### config.mk
export PLATFORM = sky130hd
export DESIGN_NAME = on_the_fly_pipe_chain
export DESIGN_NICKNAME = d
export VERILOG_FILES = /design/src/rtl/otf_pipe_pkg.sv /design/src/rtl/on_the_fly_pipe_stage.sv /design/src/rtl/on_the_fly_pipe_chain.sv
export SDC_FILE = /design/constraint.sdc
export NUM_CORES = 1
export LEC_CHECK = 0
export CORE_UTILIZATION = 54
export CTS_CLUSTER_SIZE = 28
export DETAILED_ROUTE_END_ITERATION = 8
export PLACE_DENSITY = 0.79
export SYNTH_ARGS = -nofsm -noshare
export SYNTH_HDL_FRONTEND = slang
export SYNTH_SLANG_ARGS = --single-unit
export TNS_END_PERCENT = 30
### constraint.sdc
create_clock -name clk -period 2.25 [get_ports clk]
set_clock_uncertainty 0.15 [all_clocks]
set_input_delay 0.675 -clock clk [delete_from_list [all_inputs] [get_ports clk]]
set_output_delay 0.675 -clock clk [all_outputs]
set_load 0.03 [all_outputs]
### src/rtl/otf_pipe_pkg.sv
// Shared constants and helpers for the on-the-fly elastic pipe chain.
// Holds default width/depth, the depth limit and the occupancy width function.
package otf_pipe_pkg;

    localparam int OTF_DEF_WIDTH = 64;
    localparam int OTF_DEF_DEPTH = 4;
    localparam int OTF_MAX_DEPTH = 16;

    // Bits needed to count 0..depth valid stages.
    function automatic int otf_cnt_w(input int depth);
        return $clog2(depth + 1);
    endfunction

endpackage

### src/rtl/on_the_fly_pipe_stage.sv
// One stage of the elastic chain: a data register plus its valid bit.
// Ports: clk, rst_n, i_en (stage moves), i_clr (drop valid),
//        i_valid/i_data (incoming word), o_valid/o_data (stage contents).
module on_the_fly_pipe_stage
    import otf_pipe_pkg::*;
#(
    parameter int P_WIDTH = OTF_DEF_WIDTH
) (
    input  logic               clk,
    input  logic               rst_n,
    input  logic               i_en,
    input  logic               i_clr,
    input  logic               i_valid,
    input  logic [P_WIDTH-1:0] i_data,
    output logic               o_valid,
    output logic [P_WIDTH-1:0] o_data
);

    logic               r_valid;
    logic [P_WIDTH-1:0] r_data;

    always_ff @(posedge clk or negedge rst_n) begin
        if (!rst_n) begin
            r_valid <= 1'b0;
            r_data  <= '0;
        end else if (i_clr) begin
            // Flush drops the word but keeps the stale data.
            r_valid <= 1'b0;
        end else if (i_en) begin
            r_valid <= i_valid;
            // Data only toggles when a real word enters.
            if (i_valid) begin
                r_data <= i_data;
            end
        end
    end

    assign o_valid = r_valid;
    assign o_data  = r_data;

endmodule

### src/rtl/on_the_fly_pipe_chain.sv
// Bubble-collapsing elastic register chain with flush and occupancy count.
// Ports: clk, rst_n, data_in/in_valid/in_ready (upstream),
//        data_out/out_valid/out_ready (downstream), flush, occupancy.
module on_the_fly_pipe_chain
    import otf_pipe_pkg::*;
#(
    parameter int P_WIDTH = OTF_DEF_WIDTH,
    parameter int P_DEPTH = OTF_DEF_DEPTH
) (
    input  logic                          clk,
    input  logic                          rst_n,
    input  logic [P_WIDTH-1:0]            data_in,
    input  logic                          in_valid,
    output logic                          in_ready,
    output logic [P_WIDTH-1:0]            data_out,
    output logic                          out_valid,
    input  logic                          out_ready,
    input  logic                          flush,
    output logic [otf_cnt_w(P_DEPTH)-1:0] occupancy
);

    localparam int LP_CW = otf_cnt_w(P_DEPTH);

    if (P_DEPTH < 1 || P_DEPTH > OTF_MAX_DEPTH) begin : g_bad_depth
        $error("P_DEPTH out of range");
    end

    logic [P_DEPTH-1:0] w_move;
    logic [P_DEPTH-1:0] w_v;
    logic [P_DEPTH-1:0] w_vin;
    logic [P_WIDTH-1:0] w_d   [P_DEPTH];
    logic [P_WIDTH-1:0] w_din [P_DEPTH];
    logic [LP_CW-1:0]   w_occ_nxt;
    logic [LP_CW-1:0]   r_occ;

    // A stage may advance if it is empty or the stage ahead advances,
    // so gaps in the chain are squeezed out under backpressure.
    always_comb begin
        w_move = '0;
        w_move[P_DEPTH-1] = out_ready | ~w_v[P_DEPTH-1];
        for (int i = P_DEPTH - 2; i >= 0; i--) begin
            w_move[i] = ~w_v[i] | w_move[i+1];
        end
    end

    // Held low during reset so nothing is taken while the chain clears.
    assign in_ready = w_move[0] & ~flush & rst_n;

    for (genvar g = 0; g < P_DEPTH; g++) begin : g_stage
        if (g == 0) begin : g_head
            assign w_vin[g] = in_valid & in_ready;
            assign w_din[g] = data_in;
        end else begin : g_body
            assign w_vin[g] = w_v[g-1];
            assign w_din[g] = w_d[g-1];
        end

        on_the_fly_pipe_stage #(
            .P_WIDTH (P_WIDTH)
        ) u_stage (
            .clk     (clk),
            .rst_n   (rst_n),
            .i_en    (w_move[g]),
            .i_clr   (flush),
            .i_valid (w_vin[g]),
            .i_data  (w_din[g]),
            .o_valid (w_v[g]),
            .o_data  (w_d[g])
        );
    end

    // Occupancy tracks the valid bits as they will be after this edge.
    always_comb begin
        w_occ_nxt = '0;
        for (int i = 0; i < P_DEPTH; i++) begin
            if (!flush && (w_move[i] ? w_vin[i] : w_v[i])) begin
                w_occ_nxt = w_occ_nxt + LP_CW'(1);
            end
        end
    end

    always_ff @(posedge clk or negedge rst_n) begin
        if (!rst_n) begin
            r_occ <= '0;
        end else begin
            r_occ <= w_occ_nxt;
        end
    end

    assign occupancy = r_occ;
    assign data_out  = w_d[P_DEPTH-1];
    assign out_valid = w_v[P_DEPTH-1] & ~flush;

endmodule
======== After elaboration in Yosys (flattened, before gate mapping) ========
Index checks and enable logic that the tools add are counted.
word-level totals
  bits in registers ....................... 263
  output and inout bits ................... 69
operators by class
  $add $sub $neg .......................... 3
  multiplexer cells ....................... 12
  bitwise logic cells ..................... 13
  reductions and logical operators ........ 9
operators with widths
  kind                 count
  $reduce_and 3->1     4
  $add 3x1->3 const B  3
  $mux 1               9
  $mux 3               3
  $not 1->1            5
  $and 1x1->1          4
  $logic_and 1x1->1    4
  $or 1x1->1           4
  $logic_not 1->1      1

======== Logic depth before layout (Yosys ltp) ========
Gate-level depths: netlist (run 1).
  word-level depth ........................ 17
  depth in mapped cells ................... 8
  mapped depth without buffers ............ 8

======== Cells and area by module ========
From an unflattened synthesis (run 1), not the netlist that was laid out.
second synthesis, totals
  cell total of the unflattened synthesis .. 603
  area total of the unflattened synthesis .. 11293.3 um2
modules (own cells, without submodules)
  module                 instances  cells an instance  area each (um2)  seq. area each (um2)
  on_the_fly_pipe_stage  4          139                2725.1           1626.6
  on_the_fly_pipe_chain  1          47                 392.9            75.1

======== Worst setup path before layout (run 1) ========
No wires, ideal clock.
  path type ............................... input-to-output
  start point ............................. input port out_ready
  end point ............................... output port in_ready
  data arrival time ....................... 1788 ps
  data required time ...................... 1425 ps
  path slack .............................. -363 ps
  cell stages on the path ................. 3
  buffers on the path ..................... 0
  path through ............................ and4b_4 -> and2_1 -> nor3b_1
on the way
  cells in the longest elaborated chain, start to end .. 6
RTL lines
  what                       RTL line                     RTL
  start: declaration         on_the_fly_pipe_chain.sv:17  input logic out_ready,
  $or 1x1->1                 on_the_fly_pipe_chain.sv:40  w_move[P_DEPTH-1] = out_ready | ~w_v[P_DEPTH-1];
  $or 1x1->1 (3 in series)   on_the_fly_pipe_chain.sv:42  w_move[i] = ~w_v[i] | w_move[i+1];
  $and 1x1->1 (2 in series)  on_the_fly_pipe_chain.sv:47  assign in_ready = w_move[0] & ~flush & rst_n;
  end: declaration           on_the_fly_pipe_chain.sv:14  output logic in_ready,
Every way passes these cells.

======== Worst setup path after layout (run 1) ========
  start point ............................. register g_stage[2].u_stage.r_valid
  end point ............................... output port in_ready
on the way
  cells in the longest elaborated chain, start to end .. 6
RTL lines
  what                       RTL line                     RTL
  start: declaration         on_the_fly_pipe_stage.sv:19  logic r_valid;
  start signal: assignment   on_the_fly_pipe_stage.sv:30  r_valid <= i_valid;
  $not 1->1                  on_the_fly_pipe_chain.sv:42
  $or 1x1->1 (3 in series)   on_the_fly_pipe_chain.sv:42
  $and 1x1->1 (2 in series)  on_the_fly_pipe_chain.sv:47
Every way passes these cells.

==> results of run 1 <==
## sequential cells by signal, indices dropped and copies added, names as in the netlist
signal and flops:
g_stage.u_stage.o_data 256, g_stage.u_stage.o_valid 4, occupancy 3
## power by group through the flow
stage	registers (µW)	clock network (µW)	logic, µW
floorplan	6690	0	1120
global placement	6480	0	2080
detailed placement	6590	0	2190
CTS	6500	4490	2100
global route	6630	4690	2230
finish	6480	4380	2060
## layout make-up
class / instances / area (µm²)
Sequential cell: 263 / 6580
Fill cell: 1203 / 5340
Multi-Input combinational cell: 294 / 3170
Timing Repair Buffer: 181 / 1760
Clock buffer: 35 / 736
Tap cell: 229 / 287
Clock inverter: 11 / 143
Inverter: 2 / 7.51
## synthesized netlist by cell type
cell type                    n
sky130_fd_sc_hd__buf_2      14
sky130_fd_sc_hd__nand2b_1    1
sky130_fd_sc_hd__mux2i_1     1
sky130_fd_sc_hd__inv_1       2
sky130_fd_sc_hd__dfrtp_1   263
sky130_fd_sc_hd__nor3_4      1
sky130_fd_sc_hd__nor3b_1     2
sky130_fd_sc_hd__a21oi_1     5
sky130_fd_sc_hd__and2_1      1
sky130_fd_sc_hd__a22o_1      1
sky130_fd_sc_hd__and4b_4     1
sky130_fd_sc_hd__or3b_1      1
sky130_fd_sc_hd__buf_6      12
sky130_fd_sc_hd__mux2_1      4
sky130_fd_sc_hd__ha_1        2
sky130_fd_sc_hd__o21a_1      1
sky130_fd_sc_hd__nand2_1     6
sky130_fd_sc_hd__nand3_1     1
sky130_fd_sc_hd__nand4_1     1
sky130_fd_sc_hd__nor2b_1     2
sky130_fd_sc_hd__clkbuf_1    1
sky130_fd_sc_hd__mux2_2    252
sky130_fd_sc_hd__nand3b_1    1
sky130_fd_sc_hd__xor2_1      4
sky130_fd_sc_hd__nor2_1      6
## critical path: stages, from the launching register on
cell,delay [ns]
sky130_fd_sc_hd__dfrtp_2,0.42
sky130_fd_sc_hd__and4b_4,0.20
sky130_fd_sc_hd__and2_4,0.16
sky130_fd_sc_hd__nor3b_2,0.16
sky130_fd_sc_hd__buf_4,0.18
## metrics by stage
stage          util, %  hold slack, ns  instances
2_1_floorplan        -           0.229        586
3_3_place_gp      65.6           0.318        963
3_5_place_dp      65.6           0.327        963
4_1_cts           70.3          0.0957       1014
5_1_grt           70.4           0.110       1015
6_report          70.4           0.104       1015
## final timing paths
| kind | start | depth (start not counted) | slack (ns) | to |
|---|---|---|---|---|
| max | g_stage[2].u_stage.o_valid$_DFF_PN0_ | 4 | -0.20 | in_ready |
| min | rst_n | 3 | 0.10 | g_stage[3].u_stage.o_valid$_DFF_PN0_ |
| max reg2reg | g_stage[2].u_stage.o_valid$_DFF_PN0_ | 8 | 0.06 | occupancy[1]$_DFF_PN0_ |
| min reg2reg | g_stage[0].u_stage.o_data[11]$_DFFE_PN0P_ | 1 | 0.34 | g_stage[0].u_stage.o_data[11]$_DFFE_PN0P_ |
| max in group asynchronous | rst_n | 3 | 1.05 | g_stage[3].u_stage.o_data[54]$_DFFE_PN0P_ |
| min in group clk | g_stage[0].u_stage.o_data[11]$_DFFE_PN0P_ | 1 | 0.34 | g_stage[0].u_stage.o_data[11]$_DFFE_PN0P_ |
## routing by layer
layer | vias to the layer above | GRT usage, % | share of wire [%]
met4 | 0 | 5.62 | 1.8
met3 | 34 | 4.56 | 5.5
met5 | - | 0 | 0
li1 | 2436 | - | -
met2 | 131 | 34.2 | 49
met1 | 2790 | 27.3 | 44
## cell families after synthesis
group	share of synthesized area [%]
buffers and inverters	2.18
adder cells (fa/ha/maj)	0.252
AO/OA/AOI/OAI	0.416
XOR/XNOR	0.353
multiplexers	29.1
flip-flops	66.2
AND/OR/NAND/NOR	1.44
## timing repair
| action | CTS | global route |
|---|---|---|
| pin swaps | 2 | 1 |
| cloned | 0 | 0 |
| setup endpoints to repair | 93 | 4 |
| gates resized for setup | 73 | 2 |
| buffers inserted | 5 | 1 |
| hold buffers | 0 | 0 |
==> summary.txt, run 1 <==
placed wire-length estimate after detailed placement = 12200 µm
crit start category = register
unrepaired setup endpoints after global routing = true
Port Buf Inserts = 137
fin crit share = 109%
drt via density = 5.31
Power Density = 1020 mW/mm²
Placer Congestion = 0.814
smallest setup slack after layout = -0.203 ns
net switching power = 3200 µW
H-tree levels = 1
Worst Path Class, Setup = register to output port
final max-slew violation count = 0
max_cap viols = 0
Num CTS Buffers = 27
switching fraction of total power = 24.8%
most frequent standard cell in the layout excluding fill and tap cells = sky130_fd_sc_hd__dfrtp_1
count of yosys warnings during synthesis = 0
remaining max-slew budget at the tightest pin = 46.3%
routed length per placed instance = 18.3 µm
top cells by area in the synthesized netlist = sky130_fd_sc_hd__dfrtp_1 66%, sky130_fd_sc_hd__mux2_2 29%, sky130_fd_sc_hd__buf_6 1.4%
number of rows in the core area = 49
aggregate negative setup slack = -0.228 ns
drt pass-1 iters = 4
total setup violations reported at the end of the flow = 2
result of the run = finished, violations left
number of standard cells after synthesis = 586
Bufs on Longest Clock Path = 3
cell accounting for the most synthesized area = sky130_fd_sc_hd__dfrtp_1
number of clock sinks = 263
Fmax achieved = 408 MHz
number of synthesized register bits = 263
die footprint = 0.0189 mm²
fraction of layout cells with a size suffix above 1 = 44.9%
Least-Margin Pin Slew = 0.805 ns
synthesized netlist net count = 657
clock tree from TritonCTS = done
area overhead of the layout relative to synthesis = 27.6%
via count of the first global-routing pass = 5917
global-route wire length before repair = 30000 µm
cell-internal power = 9720 µW
number of antenna violations at the first check in global routing = 0
leftover overflow at the end of global routing = 0
width of the die = 138 µm
CP arrival = 1.63 ns
library cell used as clock root buffer = sky130_fd_sc_hd__clkbuf_16
cell area reported after detailed placement = 0.0118 mm²
total power of the final layout = 12900 µW
starting utilization of the core area = 55.1%
post-placement setup slack = -0.630 ns
critical path endpoint category = output port
top-level port count = 138
number of endpoints with negative hold slack in the final report = 0
total inserted antenna cells = 0
pin count of the biggest net entering global routing = 153
Yosys cell types = 25
Floorplan Core Area = 0.0180 mm²
post-layout instance area = 0.0127 mm²
synthesized area per cell = 17.0 µm²
number of DRC markers in iteration 0 = 193
clock share of power = 33.9%
clock slew at reported path FFs = 0.07 ns
maximum resistive drop on vdd = 734 µV
crit path time final = 2.45 ns
total vias in the final route = 5391
path type of the worst min-delay path = input pin to async pin
Layout Nets = 840
Post-Synthesis Cell Area = 0.00993 mm²
Chip Height = 138 µm
overall routing resource usage = 20.6%
most frequent cells in the layout = 262 x sky130_fd_sc_hd__dfrtp_1, 252 x sky130_fd_sc_hd__mux2_2, 68 x sky130_fd_sc_hd__dlygate4sd2_1
cell leakage power = 0.00615 µW
DRT Wirelength = 18600 µm
Critical Path Fanout Max = 2
Worst Path Required = 1.42 ns
share of synthesized area occupied by flip-flops and latches = 66.2%
share of the synthesized area in the top cell type = 66.2%
sequential power share = 50.2%
Final ANT Viol Nets = 0
Residual DRC = 0
violations in the final reports = setup timing
combinational fraction of design power = 15.9%
Clk Latency, worst-skew pair = 0.53 ns
No activity file was read; power rests on OpenSTA's default activity.
==> run 2, diff against run 1 <==
--- a/config.mk
+++ b/config.mk
@@ -5,6 +5,7 @@
 export SDC_FILE = /design/constraint.sdc
 export NUM_CORES = 1
 export LEC_CHECK = 0
+export CORE_ASPECT_RATIO = 2
 export CORE_UTILIZATION = 54
 export CTS_CLUSTER_SIZE = 28
 export DETAILED_ROUTE_END_ITERATION = 8
==> run 2 against run 1 <==
The run ends with DRC, setup timing left. Via count down 2.0%. Largest cell class unchanged. Cell count shrank 3.5%. Clock power fell by 13%. Critical path depth unchanged. Maximum frequency shrank 0.53%. Critical endpoint unchanged.
==> summary.txt, run 2 (synthesis gave the netlist of run 1 again) <==
clock share of power = 30.9% (was 33.9%)
Floorplan Core Area = 0.0179 mm² (was 0.0180 mm²)
width of the die = 97.9 µm (was 138 µm)
result of the run = finished, violations left (unchanged)
violations in the final reports = DRC, setup timing (was setup timing)
Final ANT Viol Nets = 0 (unchanged)
overall routing resource usage = 21.3% (was 20.6%)
net switching power = 3100 µW (was 3200 µW)
starting utilization of the core area = 55.6% (was 55.1%)
max_cap viols = 0 (unchanged)
Worst path top cell family by delay = simple AND/OR/NAND/NOR gates (unchanged)
hold-fix buffers at CTS = 0 (unchanged)
total power of the final layout = 12400 µW (was 12900 µW)
crit path time final = 2.47 ns (was 2.45 ns)
sum of buffers and inverters on the critical path = 1 (unchanged)
library cell used as clock root buffer = sky130_fd_sc_hd__clkbuf_16 (unchanged)
clock slew at reported path FFs = 0.07 ns (about the same)
number of clock sinks = 263 (unchanged)
switching fraction of total power = 25.0% (was 24.8%)
die footprint = 0.0190 mm² (was 0.0189 mm²)
Port Buf Inserts = 137 (unchanged)
Num CTS Buffers = 22 (was 27)
Least-Margin Pin Slew = 1.03 ns (was 0.805 ns)
Bufs on Longest Clock Path = 3 (unchanged)
smallest setup slack after layout = -0.216 ns (was -0.203 ns)
fraction of layout cells with a size suffix above 1 = 43.5% (was 44.9%)
crit start category = register (unchanged)
top-level port count = 138 (unchanged)
placed wire-length estimate after detailed placement = 12800 µm (was 12200 µm)
number of endpoints with negative hold slack in the final report = 0 (unchanged)
drt pass-1 iters = 6 (was 4)
number of flip-flops in the largest register = 256 (unchanged)
worst hold slack = 0.191 ns (was 0.104 ns)
global-route wire length before repair = 31900 µm (was 30000 µm)
sequential power share = 52.6% (was 50.2%)
stages on the worst setup path = 4 (unchanged)
worst path cell trace = and4b_4 > and2_4 > nor3b_2 > buf_4 (unchanged)
maximum resistive drop on vdd = 694 µV (was 734 µV)
Placer Congestion = 0.787 (was 0.814)
total vias in the final route = 5283 (was 5391)
remaining max-slew budget at the tightest pin = 31.4% (was 46.3%)
number of rows in the core area = 69 (was 49)
most frequent standard cell in the layout excluding fill and tap cells = sky130_fd_sc_hd__dfrtp_1 (unchanged)
number of cell instances on the worst register-to-register path = 8 (unchanged)
clock tree from TritonCTS = done (unchanged)
total inserted antenna cells = 0 (unchanged)
unrepaired setup endpoints after global routing = true (unchanged)
final max-slew violation count = 0 (unchanged)
CP arrival = 1.64 ns (was 1.63 ns)
total setup violations reported at the end of the flow = 2 (unchanged)
crit-path max cell delay = 0.40 ns (was 0.42 ns)
number of DRC markers in iteration 0 = 181 (was 193)
routed length per placed instance = 19.6 µm (was 18.3 µm)
Layout Nets = 823 (was 840)
DRT Wirelength = 19200 µm (was 18600 µm)
most frequent cells in the layout = 262 x sky130_fd_sc_hd__dfrtp_1, 252 x sky130_fd_sc_hd__mux2_2, 69 x sky130_fd_sc_hd__dlygate4sd2_1 (was 262 x sky130_fd_sc_hd__dfrtp_1, 252 x sky130_fd_sc_hd__mux2_2, 68 x sky130_fd_sc_hd__dlygate4sd2_1)
area overhead of the layout relative to synthesis = 25.0% (was 27.6%)
Residual DRC = 9 (was 0)
Critical Path Fanout Max = 2 (unchanged)
H-tree levels = 1 (unchanged)
Fmax achieved = 405 MHz (was 408 MHz)
leftover overflow at the end of global routing = 0 (unchanged)
cell-internal power = 9280 µW (was 9720 µW)
Power Density = 997 mW/mm² (was 1020 mW/mm²)
cell leakage power = 0.00603 µW (was 0.00615 µW)
Clk Latency, worst-skew pair = 0.50 ns (was 0.53 ns)
path type of the worst min-delay path = input pin to async pin (unchanged)
number of antenna violations at the first check in global routing = 0 (unchanged)
Worst Path Required = 1.42 ns (about the same)
critical path endpoint category = output port (unchanged)
Worst Path Class, Setup = register to output port (unchanged)
CP max-delay cell = sky130_fd_sc_hd__dfrtp_1 (was sky130_fd_sc_hd__dfrtp_2)
via count of the first global-routing pass = 6207 (was 5917)
fin crit share = 110% (was 109%)
drt via density = 5.40 (was 5.31)
combinational fraction of design power = 16.5% (was 15.9%)
Chip Height = 194 µm (was 138 µm)
pin count of the biggest net entering global routing = 192 (was 153)
==> run 2: cell types whose count changed in the layout (fill, tap and decap cells not counted), sizes merged <==
cell and delta:
clkbuf -2, clkinvlp -2, clkdlybuf4s15 -1, clkinv -1, buf -12, dlygate4sd2 +1
inv -1, bufinv -2
==> run 2: layout make-up <==
cell class                 instances  area (µm²)
clock inverter                     5        61.3
sequential                       263        6580
inverter                           2        7.51
multi-input combinational        294        3170
clock buffer                      33         682
timing repair buffer             169        1650
fill                            1248        5460
tap                              213         267
==> run 2: worst paths after layout <==
kind / from / to / slack [ns]
max in group asynchronous: rst_n / g_stage[2].u_stage.o_valid$_DFF_PN0_ / 0.98
hold / removal: rst_n / g_stage[1].u_stage.o_data[26]$_DFFE_PN0P_ / 0.19
hold reg to reg: g_stage[0].u_stage.o_data[40]$_DFFE_PN0P_ / g_stage[0].u_stage.o_data[40]$_DFFE_PN0P_ / 0.34
setup / recovery: g_stage[3].u_stage.o_valid$_DFF_PN0_ / in_ready / -0.22
min in group clk: g_stage[0].u_stage.o_data[40]$_DFFE_PN0P_ / g_stage[0].u_stage.o_data[40]$_DFFE_PN0P_ / 0.34
setup reg to reg: g_stage[3].u_stage.o_valid$_DFF_PN0_ / occupancy[1]$_DFF_PN0_ / 0.06
==> run 2: per-layer routing <==
| layer | track usage [%] | wire length, µm | up-vias |
|---|---|---|---|
| met5 | 0 | 0 | - |
| met4 | 6.40 | 382 | 0 |
| met3 | 2.99 | 722 | 25 |
| met2 | 40.7 | 11000 | 103 |
| met1 | 24.2 | 7160 | 2763 |
| li1 | - | - | 2392 |
==> run 2: power by group through the flow <==
| stage | combinational (µW) | sequential, µW | clock (µW) |
|---|---|---|---|
| after floorplan | 1120 | 6690 | 0 |
| after global placement | 2070 | 6490 | 0 |
| after detailed placement | 2180 | 6610 | 0 |
| after CTS | 2090 | 6520 | 3940 |
| after global routing | 2200 | 6660 | 4140 |
| final | 2050 | 6510 | 3830 |
==> run 2: per-stage QoR <==
step	util, %	instances	instance area [µm²]	TNS [ns]	setup WS (ns)
finish	69.5	979	12400	-0.265	-0.216
global route	69.5	979	12400	-0.445	-0.262
CTS	69.4	978	12400	-0.258	-0.236
detailed placement	65.5	935	11700	-95.44	-0.617
global placement	65.5	935	11700	-84.89	-0.555
floorplan	-	586	9950	-0.161	-0.0805
==> run 2: repair_timing <==
item	in CTS	in global routing
endpoints found under the setup margin	70	4
gates resized for setup	71	0
pin swaps	2	1
setup buffers	5	1
